**src/rtl/fetch_unit.sv**
```systemverilog
// Instruction fetch stage: one outstanding imem request, a 1-entry skid buffer for
// responses that arrive while decode is stalled, and redirect/flush handling.
module fetch_unit #(
  parameter logic [31:0] RESET_PC = 32'h0000_0000,
  parameter logic [31:0] NOP_INST = 32'h0000_0013
) (
  input  logic        clk,
  input  logic        rst,
  output logic        imem_req_o,
  output logic [31:0] imem_addr_o,
  input  logic        imem_gnt_i,
  input  logic        imem_rvalid_i,
  input  logic [31:0] imem_rdata_i,
  input  logic        stall_i,
  input  logic        pc_sel_i,
  input  logic [31:0] pc_target_i,
  output logic [31:0] inst_o,
  output logic [31:0] pc_o,
  output logic        inst_valid_o,
  output logic        misalign_o
);

  typedef enum logic [1:0] {
    S_REQ  = 2'd0,
    S_WAIT = 2'd1,
    S_HOLD = 2'd2,
    S_DROP = 2'd3
  } state_e;

  state_e      state_q;
  logic [31:0] pc_q;
  logic [31:0] inst_q;
  logic [31:0] ifid_pc_q;
  logic        valid_q;
  logic        misalign_q;
  logic [31:0] skid_q;

  logic [31:0] redirect_pc_d;
  logic [31:0] pc_inc_d;
  logic        skid_load_d;

  assign redirect_pc_d = {pc_target_i[31:2], 2'b00};
  assign pc_inc_d      = pc_q + 32'd4;
  assign skid_load_d   = (state_q == S_WAIT) && imem_rvalid_i && stall_i && !pc_sel_i;

  // Gated by rst so no request is visible while reset is held, yet the request
  // appears in the very first cycle after release.
  assign imem_req_o   = (state_q == S_REQ) && !rst;
  assign imem_addr_o  = pc_q;
  assign inst_o       = inst_q;
  assign pc_o         = ifid_pc_q;
  assign inst_valid_o = valid_q;
  assign misalign_o   = misalign_q;

  // NOTE: the skid data register has no reset; its contents only matter in S_HOLD,
  // which is entered solely by writing it, so reset occupancy lives in state_q.
  always_ff @(posedge clk) begin
    if (skid_load_d) begin
      skid_q <= imem_rdata_i;
    end
  end

  // NOTE: every register below is assigned with <= so all of them sample the
  // pre-edge values of each other, independent of statement order.
  always_ff @(posedge clk) begin
    if (rst) begin
      state_q    <= S_REQ;
      pc_q       <= RESET_PC;
      inst_q     <= NOP_INST;
      ifid_pc_q  <= RESET_PC;
      valid_q    <= 1'b0;
      misalign_q <= 1'b0;
    end else begin
      misalign_q <= pc_sel_i && (pc_target_i[1:0] != 2'b00);
      if (pc_sel_i) begin
        // Redirect wins over stall and any response; an in-flight request is drained in S_DROP.
        pc_q    <= redirect_pc_d;
        inst_q  <= NOP_INST;
        valid_q <= 1'b0;
        unique case (state_q)
          S_REQ:   state_q <= imem_gnt_i    ? S_DROP : S_REQ;
          S_WAIT:  state_q <= imem_rvalid_i ? S_REQ  : S_DROP;
          S_HOLD:  state_q <= S_REQ;
          S_DROP:  state_q <= imem_rvalid_i ? S_REQ  : S_DROP;
          default: state_q <= S_REQ;
        endcase
      end else begin
        unique case (state_q)
          S_REQ: begin
            if (imem_gnt_i) begin
              state_q <= S_WAIT;
            end
            if (!stall_i) begin
              inst_q  <= NOP_INST;
              valid_q <= 1'b0;
            end
          end
          S_WAIT: begin
            if (imem_rvalid_i) begin
              if (stall_i) begin
                state_q <= S_HOLD;
              end else begin
                inst_q    <= imem_rdata_i;
                ifid_pc_q <= pc_q;
                valid_q   <= 1'b1;
                pc_q      <= pc_inc_d;
                state_q   <= S_REQ;
              end
            end else if (!stall_i) begin
              inst_q  <= NOP_INST;
              valid_q <= 1'b0;
            end
          end
          S_HOLD: begin
            if (!stall_i) begin
              inst_q    <= skid_q;
              ifid_pc_q <= pc_q;
              valid_q   <= 1'b1;
              pc_q      <= pc_inc_d;
              state_q   <= S_REQ;
            end
          end
          S_DROP: begin
            if (imem_rvalid_i) begin
              state_q <= S_REQ;
            end
            if (!stall_i) begin
              inst_q  <= NOP_INST;
              valid_q <= 1'b0;
            end
          end
          default: state_q <= S_REQ;
        endcase
      end
    end
  end

endmodule

```
**config.mk**
```make
export PLATFORM = sky130hd
export DESIGN_NAME = fetch_unit
export DESIGN_NICKNAME = d
export VERILOG_FILES = /design/src/rtl/fetch_unit.sv
export SDC_FILE = /design/constraint.sdc
export NUM_CORES = 1
export LEC_CHECK = 0
export BUFFER_PORTS_ARGS = -buffer_cell sky130_fd_sc_hd__buf_2
export CORE_MARGIN = 4
export CORE_UTILIZATION = 50
export DETAILED_ROUTE_END_ITERATION = 8
export GPL_TIMING_DRIVEN = 0
export PLACE_DENSITY = 0.75
export SLEW_MARGIN = 15
export SYNTH_ARGS = -nofsm -noshare
export SYNTH_HDL_FRONTEND = slang
export SYNTH_SLANG_ARGS = --single-unit
```
**constraint.sdc**
```tcl
create_clock -name clk -period 4.1 [get_ports clk]
set_input_delay 1.23 -clock clk [delete_from_list [all_inputs] [get_ports clk]]
set_output_delay 1.23 -clock clk [all_outputs]
set_load 0.02 [all_outputs]
```
# Word-level counts from Yosys, hierarchy flattened
# Index checks and enable logic that the tools add are counted.
[classes]
n_addsub = 1
n_eq_ne = 10
muxes = 26
n_bitwise = 1
n_reduce_logical = 19
[op_table]
columns = ["cell", "n"]
rows = [
  ["32-bit two-way mux", 9],
  ["32-bit case mux with 2 select lines", 2],
  ["32-bit case mux with 3 select lines", 1],
  ["32-bit by 3-bit adder with 32-bit output (second input constant)", 1],
  ["2-bit two-way mux", 8],
  ["3-bit != test (second input constant)", 5],
  ["2-bit case mux with 4 select lines", 1],
  ["2-bit case mux with 3 select lines", 1],
  ["2-bit AND reduction", 3],
  ["2-bit OR reduction", 3],
  ["1-bit logical AND", 5],
  ["2-bit == test (second input constant)", 2],
  ["2-bit != test (second input constant)", 2],
  ["4-bit AND reduction", 1],
  ["2-bit nonzero test", 2],
  ["1-bit two-way mux", 3],
  ["1-bit case mux with 3 select lines", 1],
  ["3-bit AND reduction", 1],
  ["3-bit nonzero test", 1],
  ["2-bit by 1-bit == test with 1-bit output (second input constant)", 1],
  ["1-bit zero test", 2],
  ["2-bit zero test", 1],
  ["1-bit NOT", 1],
]
[totals]
regBits = 132
output_inout_bits = 99

# Depth between registers and ports, before layout
[depth]
ltp_word = 5
ltp_mapped = 8
depth_no_buf = 6

# Worst setup path before layout
# OpenSTA, ideal clock, no wires.
[synth_timing]
path_type = "input-to-output"
from = "input port rst"
to = "output port imem_req_o"
arrival_time_ns = 1.929
required_ns = 2.870
slack_ns = 0.941
cell_stages = 3
path_cell_list = "clkbuf_1 -> clkbuf_1 -> nor2b_1"
[synth_via]
elab_chain_len = 2
[synth_lines]
columns = ["item", "line_no", "text"]
rows = [
  ["start, declared", "8", "input logic rst,"],
  ["1-bit zero test", "48", "assign imem_req_o = (state_q == S_REQ) && !rst;"],
  ["1-bit logical AND", "48", ""],
  ["end, declared", "9", "output logic imem_req_o,"],
]
# Every way passes these cells.

# Final worst setup path
# Ends and elaborated chain as after synthesis.

==> out/qor.yml <==
synth:
  synthTopCellsByCount: "dfxtp_1, nor2_1, clkbuf_1"
  synth_edf_count: 32
  ys_ff_latch: 128
  synth_top_cells_by_area: "dfxtp_1, edfxtp_1, nor2_1"
  synth_cells: 540
  postSynthAreaPerCell_sq_um: 10.1
  yosysWarnings: 0
  synth_ff_type: "dfxtp_1"
  syn_area_sq_um: 5450
  synth.distinct_cells: 47
  synth.top_cell.area_share_pct: 35.3
  seq_area_frac_synth_pct: 52.9
  synth_most_common_cell: "dfxtp_1"
  async_reset_ff_share_pct: 0
  synth_top_area_cell: "dfxtp_1"
drt:
  wl_um: 15300
  antenna_left: 0
  drt_pass1_iterations: 6
  num_vias: 5033
  drt-initial-drc-count: 387
  routedWlPerCell_um: 17.5
  viasPerCell: 5.75
  drc_errors: 0
placed_design:
  hpwl_um: 10900
  io_buffers: 164
  globalplace.congestion: 0.838
worst_setup_path:
  endpoint: "imem_req_o"
  regToRegEndpoint: "skid_q[7]$_DFFE_PP_"
  cp-startpoint: "rst"
  rr_worst_depth: 6
  cp_max_fo: 10
  startpoint_type: "input pin"
  cp.required_ns: 2.87
  rrSetupSlack_ns: 1.36
  cp_data_arrival_time_ns: 2.44
  critical_path_class: "input pin to primary output"
  r2r_start: "state_q[1]$_SDFFE_PP0P_"
  end_kind: "primary output"
global_route:
  grt_pass1_vias: 4856
  grt_max_degree: 33
  grt_pass1_wl_um: 24700
  top_usage_layer: "met2"
  met2_usage_pct: 38.7
  grtUsageMet1_pct: 31.5
  overflow: 0
  met3_usage_pct: 6.85
  antenna_found_initial: 0
  track_usage_pct: 24.2
power_and_ir_drop:
  power_leakage_nw: 2.87
  combPwrFrac_pct: 11.0
  p_total_mw: 3.26
  p_int_mw: 2.42
  ir_drop_mv: 0.297
  p_switching_mw: 0.839
  pwr-share-seq_pct: 42.5
  swShare_pct: 25.8
  p_per_area_nw_per_um2: 462
  p_clk_share_pct: 46.4
clocking:
  cts_tree: "done"
  cts_buffer_depth: 2
  postCtsHoldBufs: 0
  numCtsBuffers: 17
  clock_latency_ns: 0.51
  post-cts-setup-buffers: 0
  cts_root_buffer: "clkbuf_8"
  htreeDepth: 4
  clk_pin_slew_ns: 0.06
  cts_resized: 0
  cts_num_sinks: 128
timing:
  worst_slew_pin_slew_ns: 1.08
  whs_ns: 0.462
  maxSlewHeadroom_pct: 27.3
  fmax_mhz: 272
  rsz0062_at_grt: "no"
  setup_violations: 0
  fin_crit_sh_pct: 89.6
  fin_skew_ns: 0.00529
  hold_violations: 0
  final-max-slew-violation-count: 0
  fin_tns_setup_ns: 0
  final.min_clock_period_ns: 3.67
final_layout:
  drive_gt1_share_pct: 27.7
  seq_area_sq_um: 2880
  nFillCells: 862
  fin_util_pct: 67.4
  multi_input_area_sq_um: 2350
  syn_to_final_growth_pct: 29.3
  fin_nets: 802
die:
  row_count: 37
  start_util_pct: 52.1
  coreArea_sq_um: 10500
  pin_count: 169
  die_area_sq_um: 12600
  die_y_um: 112
  die_w_um: 112
flow_run:
  max-cap-violations: 0
status:
  status: "finished clean"
hold_path:
  whs_path_depth: 1
  hold_class: "flip-flop to flip-flop"
-- state kept, by name, indices dropped and copies added (netlist names), named ones only --
name	cells
imem_addr_o	30
inst_o	32
misalign_o	1
pc_o	30
skid_q	32
state_q	2
-- cell usage in the layout, fill, tap and decap left out, types with 6 or more instances in the layout --
cell         n
a22oi_1     33
clkbuf_16   16
or4_1       14
edfxtp_1    32
inv_1        8
a211oi_1     7
nor2_1      89
or3_1       10
clkbuf_1    39
o31ai_1     10
ha_1         6
xnor2_1      6
nand2_1     20
buf_2      166
nand3_1     12
a22o_1      29
a311oi_1    16
o21ai_0     12
mux2i_1     32
dfxtp_1     96
nand4_1      7
-- cells by family after synthesis --
logic type | count (synthesis) | share of synthesized area [%]
xor gates and xnor gates | 6 | 0.964
AOI/OAI and AO/OA | 129 | 18.2
DFF | 128 | 52.9
buffers and inverters | 55 | 4.18
and+or+nand+nor | 183 | 16.5
other | 1 | 0.0688
muxes | 32 | 5.88
adders and majority gates | 6 | 1.38
-- metal layers --
metal / share of wire (%) / wire length (um)
met3: 8.5 / 1300
met2: 48 / 7330
met5: 0 / 0
met4: 1.8 / 282
met1: 42 / 6400
-- worst min-delay path by stage --
stage,startpoint,endpoint,slack [ns]
finish,inst_o[0]$_SDFFE_PP1P_,inst_o[0]$_SDFFE_PP1P_,0.46
global placement,inst_o[0]$_SDFFE_PP1P_,inst_o[0]$_SDFFE_PP1P_,0.44
global route,inst_o[0]$_SDFFE_PP1P_,inst_o[0]$_SDFFE_PP1P_,0.49
detailed placement,inst_o[0]$_SDFFE_PP1P_,inst_o[0]$_SDFFE_PP1P_,0.45
CTS,inst_o[0]$_SDFFE_PP1P_,inst_o[0]$_SDFFE_PP1P_,0.46
floorplan,state_q[1]$_SDFFE_PP0P_,state_q[1]$_SDFFE_PP0P_,0.48
-- metrics by stage --
step	area, sq um	std cells	setup slack, ns
floorplan	5460	543	0.941
global placement	6450	843	0.328
detailed placement	6450	843	0.445
CTS	7050	875	0.430
global route	7050	875	0.335
finish	7050	876	0.428
-- critical path, stage by stage --
cell and delay, ns:
buf_2 0.10, clkbuf_1 0.35, clkbuf_1 0.48, nor2b_1 0.09, buf_2 0.18
-- final cells by class --
cell class,count,area share [%]
flip-flops and latches,128,40.9
multi-input cells,360,33.4
repair buffers,164,11.6
clock buffers,18,6.07
plain buffers,46,2.75
well taps,136,2.41
clock inverters,14,2.34
inverters,9,0.479
diodes,1,0.0355
-- power groups by stage --
stage	registers (mW)	logic, mW	clock network [mW]
floorplan	1.44	0.186	0
global placement	1.41	0.349	0
detailed placement	1.41	0.358	0
CTS	1.38	0.360	1.52
global route	1.39	0.395	1.58
finish	1.38	0.359	1.51
(Power assumes the default switching activity.)
